## src/rtl/nand_rst_pkg.sv

```systemverilog
// Shared definitions for the NAND PHY reset sequencer.
//   rst_state_t : sequencer state, encoded exactly as presented on state_o
//                 (0=WAIT, 1=RELEASE, 2=RUN, 3=SOFT).
//   cnt_width() : bit width needed to hold values 0..max_val inclusive.
package nand_rst_pkg;

  typedef enum logic [1:0] {
    ST_WAIT    = 2'd0,
    ST_RELEASE = 2'd1,
    ST_RUN     = 2'd2,
    ST_SOFT    = 2'd3
  } rst_state_t;

  function automatic int cnt_width(input int max_val);
    return (max_val < 1) ? 1 : $clog2(max_val + 1);
  endfunction

endpackage

```

## src/rtl/nand_sync2.sv

```systemverilog
// Two-flop synchroniser for a single asynchronous level.
//   clk   : destination clock
//   rst_n : asynchronous active-low reset, both flops clear to 0
//   d     : asynchronous input level
//   q     : input level re-timed to clk, two cycles of latency
module nand_sync2 (
  input  logic clk,
  input  logic rst_n,
  input  logic d,
  output logic q
);

  logic meta_p0;
  logic sync_p1;

  always_ff @(posedge clk or negedge rst_n) begin
    if (!rst_n) begin
      meta_p0 <= 1'b0;
      sync_p1 <= 1'b0;
    end else begin
      // stage 0: may go metastable; stage 1: settled copy
      meta_p0 <= d;
      sync_p1 <= meta_p0;
    end
  end

  assign q = sync_p1;

endmodule

```

## src/rtl/nand_reset_sequencer.sv

```systemverilog
// Reset sequencer for the NAND PHY. Waits until MMCM lock and IDELAYCTRL
// ready have been high together for STABLE_CYCLES cycles, then releases the
// per-bus active-low resets one by one, STAGGER_CYCLES apart. Each channel
// can then be soft-reset through a 4-phase req/ack handshake.
//   clk0         : single clock, rising edge
//   rstn0        : asynchronous active-low reset
//   pll_locked   : MMCM LOCKED (asynchronous)
//   idelay_rdy   : IDELAYCTRL RDY (asynchronous)
//   soft_rst_req : per-channel soft reset request (level)
//   soft_rst_ack : per-channel soft reset done (level)
//   ch_rstn      : per-channel active-low reset to the controllers
//   all_rdy      : every channel out of reset and no soft reset active
//   timeout_err  : sticky, WAIT lasted TIMEOUT_CYCLES cycles
//   state_o      : 0=WAIT 1=RELEASE 2=RUN 3=SOFT
module nand_reset_sequencer
  import nand_rst_pkg::*;
#(
  parameter int NUM_CH          = 4,
  parameter int STABLE_CYCLES   = 256,
  parameter int STAGGER_CYCLES  = 16,
  parameter int SOFT_RST_CYCLES = 32,
  parameter int TIMEOUT_CYCLES  = 65535
) (
  input  logic              clk0,
  input  logic              rstn0,
  input  logic              pll_locked,
  input  logic              idelay_rdy,
  input  logic [NUM_CH-1:0] soft_rst_req,
  output logic [NUM_CH-1:0] soft_rst_ack,
  output logic [NUM_CH-1:0] ch_rstn,
  output logic              all_rdy,
  output logic              timeout_err,
  output logic [1:0]        state_o
);

  localparam int CNT_MAX_SS = (STABLE_CYCLES > STAGGER_CYCLES) ? STABLE_CYCLES : STAGGER_CYCLES;
  localparam int CNT_MAX    = (CNT_MAX_SS > SOFT_RST_CYCLES) ? CNT_MAX_SS : SOFT_RST_CYCLES;
  localparam int CNT_W      = cnt_width(CNT_MAX);
  localparam int TMO_W      = cnt_width(TIMEOUT_CYCLES);
  localparam int IDX_W      = (NUM_CH > 1) ? $clog2(NUM_CH) : 1;

  // The shared counter runs 0..N-1 inside each phase; the terminal value
  // marks the edge on which that phase's action happens.
  localparam logic [CNT_W-1:0] STABLE_LAST  = CNT_W'(STABLE_CYCLES - 1);
  localparam logic [CNT_W-1:0] STAGGER_LAST = CNT_W'(STAGGER_CYCLES - 1);
  localparam logic [CNT_W-1:0] SOFT_LAST    = CNT_W'(SOFT_RST_CYCLES - 1);
  localparam logic [TMO_W-1:0] TMO_LAST     = TMO_W'(TIMEOUT_CYCLES - 1);
  localparam logic [TMO_W-1:0] TMO_MAX      = TMO_W'(TIMEOUT_CYCLES);
  localparam logic [IDX_W-1:0] LAST_IDX     = IDX_W'(NUM_CH - 1);

  logic lock_s;
  logic rdy_s;
  logic cond;

  rst_state_t        state, state_nxt;
  logic [CNT_W-1:0]  cnt, cnt_nxt;
  logic [TMO_W-1:0]  tmo_cnt, tmo_nxt;
  logic [IDX_W-1:0]  idx, idx_nxt;
  logic [NUM_CH-1:0] ch_nxt;
  logic [NUM_CH-1:0] ack_nxt;
  logic              rdy_nxt;
  logic              err_nxt;
  logic [NUM_CH-1:0] pending;
  logic [IDX_W-1:0]  sel;

  // input synchronisation
  nand_sync2 u_sync_lock (
    .clk   (clk0),
    .rst_n (rstn0),
    .d     (pll_locked),
    .q     (lock_s)
  );

  nand_sync2 u_sync_rdy (
    .clk   (clk0),
    .rst_n (rstn0),
    .d     (idelay_rdy),
    .q     (rdy_s)
  );

  assign cond = lock_s & rdy_s;

  // A request is pending until it has been acknowledged; a request left
  // high after its ack therefore never retriggers.
  assign pending = soft_rst_req & ~soft_rst_ack;

  always_comb begin
    sel = '0;
    for (int i = NUM_CH - 1; i >= 0; i--) begin
      if (pending[i]) sel = IDX_W'(i);
    end
  end

  // next-state and output decode
  always_comb begin
    state_nxt = state;
    cnt_nxt   = cnt;
    tmo_nxt   = tmo_cnt;
    idx_nxt   = idx;
    ch_nxt    = ch_rstn;
    ack_nxt   = soft_rst_ack & soft_rst_req;
    rdy_nxt   = all_rdy;
    err_nxt   = timeout_err;

    if (state == ST_WAIT) begin
      if (tmo_cnt != TMO_MAX) tmo_nxt = tmo_cnt + TMO_W'(1);
      if (tmo_cnt == TMO_LAST) err_nxt = 1'b1;

      if (!cond) begin
        cnt_nxt = '0;
      end else if (cnt == STABLE_LAST) begin
        cnt_nxt   = '0;
        tmo_nxt   = '0;
        ch_nxt[0] = 1'b1;
        if (NUM_CH == 1) begin
          state_nxt = ST_RUN;
          rdy_nxt   = 1'b1;
        end else begin
          state_nxt = ST_RELEASE;
          idx_nxt   = IDX_W'(1);
        end
      end else begin
        cnt_nxt = cnt + CNT_W'(1);
      end
    end else if (!cond) begin
      // Lost lock/ready: drop everything and start over, abandoning any
      // soft reset in flight.
      state_nxt = ST_WAIT;
      cnt_nxt   = '0;
      idx_nxt   = '0;
      ch_nxt    = '0;
      ack_nxt   = '0;
      rdy_nxt   = 1'b0;
    end else begin
      case (state)
        ST_RELEASE: begin
          if (cnt == STAGGER_LAST) begin
            cnt_nxt     = '0;
            ch_nxt[idx] = 1'b1;
            idx_nxt     = idx + IDX_W'(1);
            if (idx == LAST_IDX) begin
              state_nxt = ST_RUN;
              rdy_nxt   = 1'b1;
            end
          end else begin
            cnt_nxt = cnt + CNT_W'(1);
          end
        end
        ST_RUN: begin
          if (|pending) begin
            state_nxt   = ST_SOFT;
            cnt_nxt     = '0;
            idx_nxt     = sel;
            ch_nxt[sel] = 1'b0;
            rdy_nxt     = 1'b0;
          end
        end
        ST_SOFT: begin
          if (cnt == SOFT_LAST) begin
            state_nxt    = ST_RUN;
            cnt_nxt      = '0;
            ch_nxt[idx]  = 1'b1;
            ack_nxt[idx] = 1'b1;
            rdy_nxt      = 1'b1;
          end else begin
            cnt_nxt = cnt + CNT_W'(1);
          end
        end
        default: begin
          state_nxt = ST_WAIT;
        end
      endcase
    end
  end

  // state and output registers
  always_ff @(posedge clk0 or negedge rstn0) begin
    if (!rstn0) begin
      state        <= ST_WAIT;
      cnt          <= '0;
      tmo_cnt      <= '0;
      idx          <= '0;
      ch_rstn      <= '0;
      soft_rst_ack <= '0;
      all_rdy      <= 1'b0;
      timeout_err  <= 1'b0;
    end else begin
      state        <= state_nxt;
      cnt          <= cnt_nxt;
      tmo_cnt      <= tmo_nxt;
      idx          <= idx_nxt;
      ch_rstn      <= ch_nxt;
      soft_rst_ack <= ack_nxt;
      all_rdy      <= rdy_nxt;
      timeout_err  <= err_nxt;
    end
  end

  assign state_o = state;

endmodule
```

## config.mk

```make
export PLATFORM = sky130hd
export DESIGN_NAME = nand_reset_sequencer
export DESIGN_NICKNAME = d
export VERILOG_FILES = /design/src/rtl/nand_rst_pkg.sv /design/src/rtl/nand_sync2.sv /design/src/rtl/nand_reset_sequencer.sv
export SDC_FILE = /design/constraint.sdc
export NUM_CORES = 1
export LEC_CHECK = 0
export CORE_UTILIZATION = 55
export DETAILED_ROUTE_END_ITERATION = 6
export PLACE_DENSITY = 0.79
export SYNTH_ARGS = -nofsm -noshare
export SYNTH_HDL_FRONTEND = slang
export SYNTH_SLANG_ARGS = --single-unit
export TNS_END_PERCENT = 20
```

## constraint.sdc

```tcl
create_clock -name clk0 -period 2.7 [get_ports clk0]
set_input_delay 0.675 -clock clk0 [delete_from_list [all_inputs] [get_ports clk0]]
set_output_delay 0.675 -clock clk0 [all_outputs]
set_load 0.03 [all_outputs]
```

Yosys cells after proc, flatten, opt, wreduce, memory -nomap -nowiden
Index checks and enable logic that the tools add are counted. Widths: inputs -> output; s select.

Memory bits (writable): 0. Memories kept: 0. Output and inout bits: 12. Input port bits: 8. Bits in latches: 0. Bits in read-only memories: 0. Bits in registers: 43. Logic and storage cells: 113.

Eq/ne operators: 22. Bitwise operators: 9. Muxes and demuxes: 51. $mul: 0. Reduce and logical (&&, ||, !) cells: 11. Shift operators: 0. Order comparisons: 4. Div/mod/pow operators: 0. Add/sub/neg operators: 3.

Operators by type and width (number): $mux 9 (7); $mux 16 (3); $mux 2 (16); $mux 4 (8); $pmux 9 s3 (1); $reduce_and 6->1 (3); $add 16x1->16 const B (1); $eq 16x16->1 const B (1); $ne 16x16->1 const B (1); $ne 4x4->1 const B (4); $and 4x4->4 (3); $ne 3x3->1 const B (4); $pmux 4 s3 (1); $mux 1 (10); $reduce_and 5->1 (2); $add 9x1->9 const B (1); $eq 9x4->1 const B (1); $eq 9x5->1 const B (1); $eq 9x8->1 const B (1); $ne 4x1->1 const B (2); $not 4->4 (2); $or 4x4->4 (2); $eq 2x2->1 const B (3); $lt 2x3->1 const B (2); other kinds (16) (20).

Depth between registers and ports, before layout
Gate-level depths: netlist (run 1).

Depth after elaboration: 16. Gate-level depth with buffers: 9. Gate-level depth less buffers: 9.

Hierarchy
From an unflattened synthesis (run 1), not the netlist that was laid out.

Cell total of the unflattened synthesis: 287. Area, all modules: 2641.3 µm².

By module, submodules not included: nand_reset_sequencer (area each 2541.2 µm², instances 1, sequential area each 975.9 µm², cells an instance 283); nand_sync2 (area each 50.0 µm², instances 2, sequential area each 50.0 µm², cells an instance 2).

Least setup slack after synthesis (run 1)
No wires, ideal clock.

Kind: register -> register. Start: register state[0] (netlist: state_o[0]). End: register cnt[6]. Stages on the path, launching flop included: 10. Setup time: 0.136 ns. Period minus slack after synthesis: 2.386 ns. Path slack: 0.314 ns. Data required time: 2.564 ns. Arrival: 2.250 ns. Buffers on the path: 2. Path through: dfrtp_1 -> inv_1 -> ha_1 -> clkbuf_1 -> clkinv_1 -> nand2_1 -> o31ai_1 -> buf_2 -> mux2i_1 -> nor3_1.

Word-level cells in the longest chain between the ends: 4. Elaborated cells between the ends (all ways): 10. Classes of those cells: eq/ne: 5; mux: 3; reduce/logical: 2.

Ends and longest elaborated chain: start: declaration (line nand_reset_sequencer.sv:55) `rst_state_t state, state_nxt;`; start signal: assignment (line nand_reset_sequencer.sv:188) `state <= state_nxt;`; $eq 2x2->1 / $eq 2x1->1 (equally long branches) (line nand_reset_sequencer.sv:135) `case (state)`; $pmux 9 s3 (line nand_reset_sequencer.sv:135); $mux 9 (line nand_reset_sequencer.sv:125) `end else if (!cond) begin`; $mux 9 (line nand_reset_sequencer.sv:105) `if (state == ST_WAIT) begin`; end signal: assignment (line nand_reset_sequencer.sv:189) `cnt <= cnt_nxt;`; end: declaration (line nand_reset_sequencer.sv:56) `logic [CNT_W-1:0] cnt, cnt_nxt;`.

Parallel ways exist; a longest one is shown, timed or not. A chain may end at the register's enable or synchronous reset.

Worst setup path in the final report (run 1)
Start: register cnt[0]. End: register idx[1].

Word-level cells in the longest chain between the ends: 3. Elaborated cells between the ends (all ways): 5. Classes of those cells: eq/ne: 4; reduce/logical: 1.

Ends and longest elaborated chain: $eq 9x4->1 / $eq 9x8->1 (equally long branches) (line nand_reset_sequencer.sv:137, nand_reset_sequencer.sv:111); $ne 4x4->1 (no line) / $ne 2x1->1 (equally long branches); $reduce_and 5->1 (no line) *; end signal: assignment (line nand_reset_sequencer.sv:191) `idx <= idx_nxt;`; end: declaration (line nand_reset_sequencer.sv:58) `logic [IDX_W-1:0] idx, idx_nxt;`.

Mark *: on every way between the ends. The rest lies on a longest branch, timed or not.

==> impl_results.md, run 1 <==
- Result of the run: finished, violations left
- Violated checks: DRC
- Leakage power figure: 0.00125 µW
- Max clock buf depth: 2
- Core outline area: 4440 µm²
- Utilization after layout: 66.2%
- Largest area contributor in the netlist: dfrtp_1
- Crit path DAT: 2.56 ns
- Largest net degree at the start of global routing: 44
- Portion of the post-synthesis area used by sequential elements: 41.4%
- Wire length of the first global-routing pass: 9.96 mm
- Switching power: 271 µW
- Total CTS buffers: 5
- Final antenna-violating net count: 0
- Post-CTS Setup Bufs: 0
- Weighted congestion at the end of routability-driven global placement: 0.876
- Ratio of final minimum period to clock period: 87.8%
- Level count of the clock H-tree: 2
- Synthesized instance count: 288
- Max Freq: 422 MHz
- Proportion of total power due to net switching: 23.8%
- Gate power share: 3.9%
- Post-synthesis instance area: 2600 µm²
- Unrepaired setup endpoints after global routing: false
- Count of input and output buffers: 19
- # DRC: 6
- Inserted Diodes: 0
- Root buffer cell: clkbuf_8
- Hold Violations, Final: 0
- Iteration-0 DRC count of the detailed router: 233
- Final total negative setup slack: 0 ns
- Critical-path maximum fanout: 5
- Post-synth net total: 310
- Final number of setup-violating endpoints: 0
- Starting utilization of the core area: 58.5%
- Global Route Usage Sum: 25.4%
- Overflow after GRT: 0
- Internal Pwr Total: 871 µW
- PostCTS Resize Cnt: 0
- Min-Delay Path Class: register to register
- CTS sink count: 43
- Total count of max-transition violations in the final report: 0
- Reg clk slew, reported paths: 0.08 ns
- Slew @ Worst Pin: 0.936 ns
- First-pass iteration count of the detailed router: 7
- Clock tree skew after final layout: 0.00637 ns
- Share of post-route cells with drive strength above 1: 7.44%
- Power per cell area: 388 nW/µm²
- Worst-case headroom to the max-slew limit: 37.6%
- Final net count: 330
- Crit path capture type: register
- Worst setup path category: register to register
- Sequential cell fraction of total power: 56.9%
- Fraction of registers with async set/reset: 100%
- Worst IR drop on VDD: 0.000389 V
- Fraction of synthesized area in multiplexers: 1.59%
- Die Y-Extent: 70.8 µm
- Predominant post-synthesis flop cell: dfrtp_1
- Placed wire-length estimate: 4.15 mm
- Maximum capacitance violations: 0
- Time the worst path needs with I/O delays and setup: 2.37 ns
- Compound-gate portion of the synthesized area: 21.3%
- Largest family of logic cells by synthesized area: simple AND/OR/NAND/NOR gates
- Area of the die: 5010 µm²
- Total Wirelength: 5.90 mm
- Top post-synthesis cells by area: dfrtp_1, ha_1, nor2_1
- Number of global-route vias before repair: 2223
- Filler instances: 377
- Simple logic cell fraction of the synthesized area: 22.0%
- Count of cell types in the netlist: 56
- Number of register bits inferred by synthesis: 43
- Clock Latency Late Sink: 0.31 ns
- Layout overhead on the synthesized area: 13.1%
- Vias: 2356
- Hold-fix buffers, CTS: 0
- Critical Path Source Type: register
- CTS tree: done
- Post-synth EDFFs: 0
- Row cnt: 24
- Crit path required time: 2.89 ns
- Die X-Extent: 70.8 µm
- Io pins: 20
- Routed WL per cell: 16.3 µm
- Antenna violations before repair: 0
- Share of synthesized cell area in full adder, half adder and majority cells: 6.74%
- Total of warnings raised by yosys: 0
- Xor and xnor area share after synthesis: 3.03%
- Vias per cell: 6.53
- Average cell area after synthesis: 9.03 µm²
- Area share of the leading cell type in the synthesized netlist: 41.4%
- Clock group share of total power: 39.2%
-- cells by family after synthesis --
| kind of cell | after synthesis |
|---|---|
| adder cells (fa/ha/maj) | 14 |
| XOR/XNOR | 9 |
| buffers and inverters | 25 |
| AO/OA/AOI/OAI | 80 |
| flip-flops | 43 |
| multiplexers | 4 |
| AND/OR/NAND/NOR | 113 |
-- sequential cells by signal, indices dropped and copies added (netlist names) --
| signal | flops |
|---|---|
| tmo_cnt | 16 |
| cnt | 9 |
| ch_rstn | 4 |
| soft_rst_ack | 4 |
| idx | 2 |
| state_o | 2 |
| all_rdy | 1 |
| timeout_err | 1 |
| u_sync_lock.meta_p0 | 1 |
| u_sync_lock.q | 1 |
| u_sync_rdy.meta_p0 | 1 |
| u_sync_rdy.q | 1 |
-- metrics by stage --
step	setup WS, ns	area (µm²)	instances	total power [µW]	hold WS [ns]
2_1_floorplan	0.314	2600	288	680	0.331
3_3_place_gp	0.304	2840	353	707	0.335
3_5_place_dp	0.276	2840	353	708	0.337
4_1_cts	0.364	2940	361	1150	0.357
5_1_grt	0.183	2940	361	1180	0.366
6_report	0.329	2940	361	1140	0.353
-- critical path, stage by stage (launching register included) --
cell and delay (ns):
dfrtp_1 0.39, ha_1 0.27, nand4_1 0.23, nor2_1 0.20, ha_1 0.24, nand3_1 0.11, nand2_1 0.18, o2111ai_1 0.19
nand2_1 0.12, mux2_2 0.33
-- power groups by stage --
stage / clock network [µW] / logic [µW] / registers, µW
after global routing: 476 / 51.4 / 651
after detailed placement: 0 / 45.3 / 663
after floorplan: 0 / 16.9 / 663
after CTS: 455 / 45.7 / 650
final: 447 / 45.0 / 650
after global placement: 0 / 44.3 / 663
-- placed cells by master (no fill, tap or decap), types with 6 or more instances in the layout --
cell type | Yosys | layout
dfrtp_1 | 43 | 43
nand4_1 | 10 | 10
nor3_1 | 7 | 7
a31oi_1 | 10 | 10
ha_1 | 14 | 14
nand3_1 | 16 | 16
clkbuf_8 | 0 | 6
o21ai_0 | 17 | 17
clkdlybuf4s50_1 | 0 | 18
buf_4 | 0 | 6
inv_1 | 12 | 12
nand2_1 | 21 | 21
o211ai_1 | 8 | 8
nor2_1 | 30 | 30
a21oi_1 | 9 | 9
-- synth_stat cells, types with 2 or more instances --
library cell / n
dfrtp_1: 43
o211ai_1: 8
a211oi_1: 2
nor3_1: 7
nor2_1: 30
nand4_1: 10
and2_1: 2
nand2b_1: 5
buf_2: 2
xor2_1: 4
o21ai_0: 17
and3_1: 3
mux2i_1: 3
o211a_1: 2
a22oi_1: 5
a21oi_1: 9
nor2b_1: 4
clkbuf_1: 8
a31oi_1: 10
nand2_1: 21
nand3_1: 16
or4_1: 3
xnor2_1: 5
o31a_1: 2
o31ai_1: 3
and4_1: 4
o22ai_1: 3
ha_1: 14
or2_2: 3
a41oi_1: 2
inv_1: 12
o2bb2ai_1: 2
-- path summary, 6_finish.rpt --
check	startpoint	end	slack, ns	cells past startpoint
max in group asynchronous	rstn0	state_o[0]	1.62	1
worst max-delay path	cnt[0]	idx[1]	0.33	9
worst min-delay path	u_sync_rdy.meta_p0	u_sync_rdy.q	0.35	0
min in group asynchronous	rstn0	tmo_cnt[4]	0.50	1
worst max register to register	cnt[0]	idx[1]	0.33	9
worst min register to register	u_sync_rdy.meta_p0	u_sync_rdy.q	0.35	0
-- final cells by class --
type	instances	area (µm²)	area share (%)
Multi-Input combinational cell	220	1420	48.4
Tap cell	52	65.1	2.21
Timing Repair Buffer	25	230	7.83
Clock buffer	6	82.6	2.81
Inverter	13	48.8	1.66
Sequential cell	43	1080	36.6
Clock inverter	2	16.3	0.553
-- routing by layer --
layer	track usage [%]	wire (µm)
met1	33.8	2690
met2	40.8	2790
met3	4.84	290
met4	10.7	131
met5	0	0
Note: power is estimated with default switching activity, not from simulation.
==> inputs of run 2 (changes only) <==
- CORE_MARGIN: unset -> 2
- SETUP_SLACK_MARGIN: unset -> 0.2
==> run 2 against run 1 <==
The flow now finishes without violations. Non-clock buffer count is the same. Worst setup slack lost 0.021 ns. Sequential cell count is the same. Combinational power grew 3%. Worst hold slack lost 0.030 ns. Clock power grew 13%.
==> impl_results.md, run 2 (synthesis results as in run 1) <==
- Area of the die: 5290 µm²
- Largest net degree at the start of global routing: 23
- Total count of max-transition violations in the final report: 0
- Die X-Extent: 72.8 µm
- Die Y-Extent: 72.8 µm
- Maximum capacitance violations: 0
- # DRC: 0
- Placed wire-length estimate: 4.25 mm
- Min-Delay Path Class: input port to asynchronous set/reset pin
- Final antenna-violating net count: 0
- Root buffer cell: clkbuf_8
- Worst-case headroom to the max-slew limit: 61.7%
- First-pass iteration count of the detailed router: 4
- Clock tree skew after final layout: 0.00265 ns
- Layout overhead on the synthesized area: 13.9%
- Crit path capture type: register
- Ratio of final minimum period to clock period: 88.6%
- Power per cell area: 405 nW/µm²
- Time the worst path needs with I/O delays and setup: 2.39 ns
- Inserted Diodes: 0
- Wire length of the first global-routing pass: 10.1 mm
- Biggest registers after layout: tmo_cnt x16, cnt x9
- Reg clk slew, reported paths: 0.08 ns
- Global Route Usage Sum: 23.9%
- Unrepaired setup endpoints after global routing: true
- Sequential cell area in the final layout: 1080 µm²
- Crit path DAT: 2.58 ns
- Worst IR drop on VDD: 0.000370 V
- Weighted congestion at the end of routability-driven global placement: 0.894
- Post-CTS Setup Bufs: 0
- Final net count: 330
- Overflow after GRT: 0
- Biggest register: tmo_cnt
- Vias: 2274
- Post-placement setup slack: 0.216 ns
- Clock Latency Late Sink: 0.30 ns
- Row cnt: 25
- PostCTS Resize Cnt: 0
- Critical Path Source Type: register
- Commonest cells after routing, fill and taps aside: dfrtp_1, nor2_1, nand2_1, clkdlybuf4s50_1, o21ai_0
- Share of post-route cells with drive strength above 1: 7.77%
- Io pins: 20
- Total CTS buffers: 5
- Final number of setup-violating endpoints: 0
- Leakage power figure: 0.00126 µW
- Hold Violations, Final: 0
- Number of global-route vias before repair: 2215
- Worst setup path category: register to register
- Area of the multi-input gates: 1430 µm²
- CTS tree: done
- Core outline area: 4630 µm²
- Level count of the clock H-tree: 2
- Number of flip-flops under the largest register name: 16
- Total Wirelength: 5.78 mm
- Antenna violations before repair: 0
- Total power: 1200 µW
- Count of input and output buffers: 19
- Routed WL per cell: 15.9 µm
- Setup WS post-layout: 0.308 ns
- Max clock buf depth: 2
- Final total negative setup slack: 0 ns
- Most frequent standard cell in the layout excluding fill and tap cells: dfrtp_1
- CTS sink count: 43
- Hold-fix buffers, CTS: 0
- Vias per cell: 6.26
- Max Freq: 418 MHz
- Slew @ Worst Pin: 0.570 ns
- Iteration-0 DRC count of the detailed router: 144
- Critical-path maximum fanout: 5
- Result of the run: finished clean
- Starting utilization of the core area: 56.2%
- Crit path required time: 2.89 ns
- Filler instances: 385
==> run 2: changes by cell type in the layout (fill, tap and decap cells not counted), sizes merged <==
cell      previous run  this run
clkinvlp             1         0
clkinv               2         3
bufinv               0         1
clkbuf               6         5
==> run 2: stage by stage <==
step	hold WS (ns)	util, %	cells	cell area, µm²
global placement	0.333	61.5	355	2850
floorplan	0.331	-	288	2600
detailed placement	0.335	61.5	355	2850
finish	0.323	63.9	363	2960
global route	0.357	63.9	363	2960
CTS	0.338	63.9	363	2960
==> run 2: final timing paths <==
check	endpoint	from	slack, ns	depth (start not counted)
max	idx[1]	cnt[0]	0.31	9
min reg2reg	u_sync_rdy.q	u_sync_rdy.meta_p0	0.35	0
max in group asynchronous	tmo_cnt[14]	rstn0	1.71	2
max reg2reg	idx[1]	cnt[0]	0.31	9
min in group clk0	u_sync_rdy.q	u_sync_rdy.meta_p0	0.35	0
min	tmo_cnt[4]	rstn0	0.32	1
==> run 2: layout make-up <==
cell class / count / share of cell area [%]
multi-input combinational: 220 / 48.1
timing repair buffer: 25 / 7.78
tap: 54 / 2.28
clock buffer: 5 / 2.32
sequential: 43 / 36.3
clock inverter: 3 / 1.48
inverter: 13 / 1.65
==> run 2: where the power goes <==
| group | internal, µW | leakage, µW | total (µW) | switching (µW) |
|---|---|---|---|---|
| Clock | 275 | 0.0000581 | 503 | 228 |
| Sequential | 648 | 0.000581 | 650 | 2.61 |
| Combinational | 15.3 | 0.000617 | 46.5 | 31.2 |
| Total | 938 | 0.00126 | 1200 | 262 |
==> run 2: layer usage <==
layer,global-route usage (%),share of wire (%),vias to the layer above
met3,4.97,3.9,9
met4,9.47,1.6,0
met1,31.8,47,1103
li1,-,-,1109
met5,0,0,-
met2,38.4,47,53
==> run 2: critical path, stage by stage (launching register included) <==
cell	delay (ns)
dfrtp_1	0.39
ha_1	0.30
nand4_1	0.23
nor2_1	0.20
ha_1	0.24
nand3_1	0.12
nand2_1	0.19
o2111ai_1	0.18
nand2_1	0.12
mux2_2	0.33
==> inputs of run 3 (changes only) <==
- CORE_ASPECT_RATIO: unset -> 0.8
- SYNTH_HIERARCHICAL: unset -> 1
==> run 3 against run 2 <==
Count of clock-buffer cells in the layout increased by 1. Via count grew 3.8%. Die area rose by 1.6%. Register-to-register slack worse by 0.04 ns. Worst hold slack got worse by 0.015 ns. Clock power is 18% higher. Routed wire length is 10% higher. Sequential cell count stayed put. Synthesized cell count shrank 0.35%. Critical path type unchanged.
==> impl_results.md, run 3 <==
- Family of cells with the greatest summed delay on the critical path: simple AND/OR/NAND/NOR gates
- Met2 wire length: 2.84 mm
- Gate power share: 4.5%
- Fraction of registers with async set/reset: 100%
- Root buffer cell: clkbuf_8
- Clock tree skew after final layout: 0.00599 ns
- Final total negative setup slack: 0 ns
- Beginning of the worst register-to-register path: cnt[0]
- Final antenna-violating net count: 0
- Worst IR drop on VDD: 0.000355 V
- Die Y-Extent: 66.0 µm
- Starting utilization of the core area: 57.5%
- Biggest register: tmo_cnt
- Start point of the critical path: cnt[0]
- Total power: 1310 µW
- Area of the die: 5380 µm²
- Area share of the leading cell type in the synthesized netlist: 40.7%
- Maximum capacitance violations: 0
- Total count of max-transition violations in the final report: 0
- Proportion of total power due to net switching: 20.3%
- Number of global-route vias before repair: 2338
- Reg2Reg Depth: 9
- Total CTS buffers: 5
- Max Freq: 411 MHz
- Clock group share of total power: 45.7%
- Power per cell area: 416 nW/µm²
- Largest area contributor in the netlist: dfrtp_1
- Portion of the post-synthesis area used by sequential elements: 40.7%
- CTS sink count: 43
- Count of cell types in the netlist: 57
- Internal Pwr Total: 1040 µW
- Count of input and output buffers: 19
- Post-synthesis instance area: 2640 µm²
- Vias: 2361
- Critical-path maximum fanout: 5
- Number of flip-flops under the largest register name: 16
- Reg clk slew, reported paths: 0.09 ns
- Hold-fix buffers, CTS: 0
- Result of the run: finished clean
- Worst setup path category: register to register
- Number of register bits inferred by synthesis: 43
- Total of warnings raised by yosys: 6
- Average cell area after synthesis: 9.20 µm²
- First-pass iteration count of the detailed router: 5
- Crit path required time: 2.91 ns
- Capture point of the critical path: cnt[5]
- Sum of routed wire segments on met1: 3.19 mm
- Global Route Usage Sum: 26.6%
- Worst-case headroom to the max-slew limit: 61.0%
- # DRC: 0
- Weighted congestion at the end of routability-driven global placement: 0.877
- Die X-Extent: 81.5 µm
- Highest metal used: met4
- Top-count cell post-synth: dfrtp_1
- Biggest registers after layout: tmo_cnt x16, cnt x9
- Number of cells after detailed placement: 362
- Min-Delay Path Class: input port to asynchronous set/reset pin
- CTS tree: done
- Layout overhead on the synthesized area: 18.8%
- Ratio of final minimum period to clock period: 90.2%
- Series of cell instances along the critical path: ha_4, and4_4, and2_4, and3_4, ha_4, or3_4, and3_4, or2_2, a31oi_1
- Level count of the clock H-tree: 2
- Commonest cells post-synth: dfrtp_1, a31oi_1, nand2_1
- Row cnt: 22
- Vias per cell: 6.28
- Hold Violations, Final: 0
- Io pins: 20
- Crit path capture type: register
- Endpoint of the lowest-slack register-to-register path: cnt[5]
- Slew @ Worst Pin: 0.581 ns
- Post-synth EDFFs: 0
- Most frequent standard cell in the layout excluding fill and tap cells: dfrtp_1
- Sequential cell fraction of total power: 49.9%
- Final net count: 337
- Crit path DAT: 2.65 ns
- Synthesized instance count: 287
- Clock Latency Late Sink: 0.30 ns
- Top post-synthesis cells by area: dfrtp_1, ha_1, a31oi_1
- Iteration-0 DRC count of the detailed router: 224
- Critical Path Source Type: register
- Predominant post-synthesis flop cell: dfrtp_1
- Commonest cells after routing, fill and taps aside: dfrtp_1, a31oi_1, nand2_1, o21ai_0, clkdlybuf4s50_1
- Overflow after GRT: 0
- Antenna violations before repair: 0
- Count of placed standard cells in the final layout, fillers left out: 376
- Post-synth net total: 309
- Leakage power figure: 0.00138 µW
- Max clock buf depth: 2
- Final number of setup-violating endpoints: 0
- Inserted Diodes: 0
- WP depth: 9
- Register-to-Register Setup Slack: 0.26 ns
- Cell type of the slowest stage on the worst timing path: dfrtp_1
- Bufs and invs on worst path: 0
- Time the worst path needs with I/O delays and setup: 2.44 ns
- Met3 wire length: 286 µm
- Placed wire-length estimate: 4.37 mm
- Utilization after layout: 68.3%
- Switching power: 265 µW
- Core outline area: 4600 µm²
- Total Wirelength: 6.39 mm
- Critical path's largest stage delay: 0.42 ns
- Routed WL per cell: 17.0 µm
- Wire length of the first global-routing pass: 11.0 mm
- Hold_ws: 0.308 ns
- Unrepaired setup endpoints after global routing: true
- Share of post-route cells with drive strength above 1: 14.6%
- Largest net degree at the start of global routing: 27
run 3: layer usage:
metal / GRT usage (%) / up-vias
met2: 41.1 / 63
met5: 0 / -
met3: 4.37 / 9
li1: - / 1158
met1: 38.5 / 1131
met4: 7.20 / 0
run 3: power by group through the flow:
stage                     clock network, µW  logic, µW  registers (µW)
after global routing                    628       66.4             652
after global placement                    0       50.8             663
after detailed placement                  0       51.8             664
after floorplan                           0       21.6             663
final                                   596       58.5             651
after CTS                               608       56.0             651
run 3: logic make-up (layout without fill, tap and decap cells):
| group | count (synthesis) | count (layout) | synth area share (%) |
|---|---|---|---|
| AOI/OAI and AO/OA | 102 | 102 | 26.4 |
| adders and majority gates | 14 | 14 | 6.63 |
| buffers and inverters | 24 | 53 | 3.51 |
| DFF | 43 | 43 | 40.7 |
| muxes | 1 | 1 | 0.426 |
| and+or+nand+nor | 103 | 103 | 22.3 |
run 3: final cells by class:
class,count,area [µm²]
multi-input cells,220,1520
repair buffers,33,290
inverters,12,45.0
clock inverters,2,60.1
clock buffers,6,72.6
flip-flops and latches,43,1080
fillers,354,1460
well taps,60,75.1
run 3: worst min-delay path by stage:
stage | from | to | slack [ns] | cells after the start
after floorplan | u_sync_lock/meta_p0 | u_sync_lock/q | 0.33 | 0
final | rstn0 | ch_rstn[0] | 0.31 | 1
after global placement | u_sync_rdy/meta_p0 | u_sync_rdy/q | 0.33 | 0
after global routing | rstn0 | ch_rstn[0] | 0.34 | 1
after detailed placement | u_sync_lock/meta_p0 | u_sync_lock/q | 0.34 | 0
after CTS | rstn0 | ch_rstn[0] | 0.31 | 1
run 3: worst reg2reg max path, cell delays in order (launching register included):
cell,delay (ns)
dfrtp_1,0.42
ha_4,0.18
and4_4,0.20
and2_4,0.16
and3_4,0.19
ha_4,0.17
or3_4,0.37
and3_4,0.20
or2_2,0.28
a31oi_1,0.18
run 3: stage by stage:
stage          area, µm²  setup slack (ns)
3_5_place_dp        2920            0.0786
2_1_floorplan       2640             0.226
3_3_place_gp        2920             0.145
6_report            3140             0.265
5_1_grt             3140             0.191
4_1_cts             3100             0.222
run 3: timing repair:
item,4_1_cts,5_1_grt
endpoints found under the setup margin,5,6
cloned,0,0
pin swaps,3,2
setup buffers,3,3
resized for setup,6,3
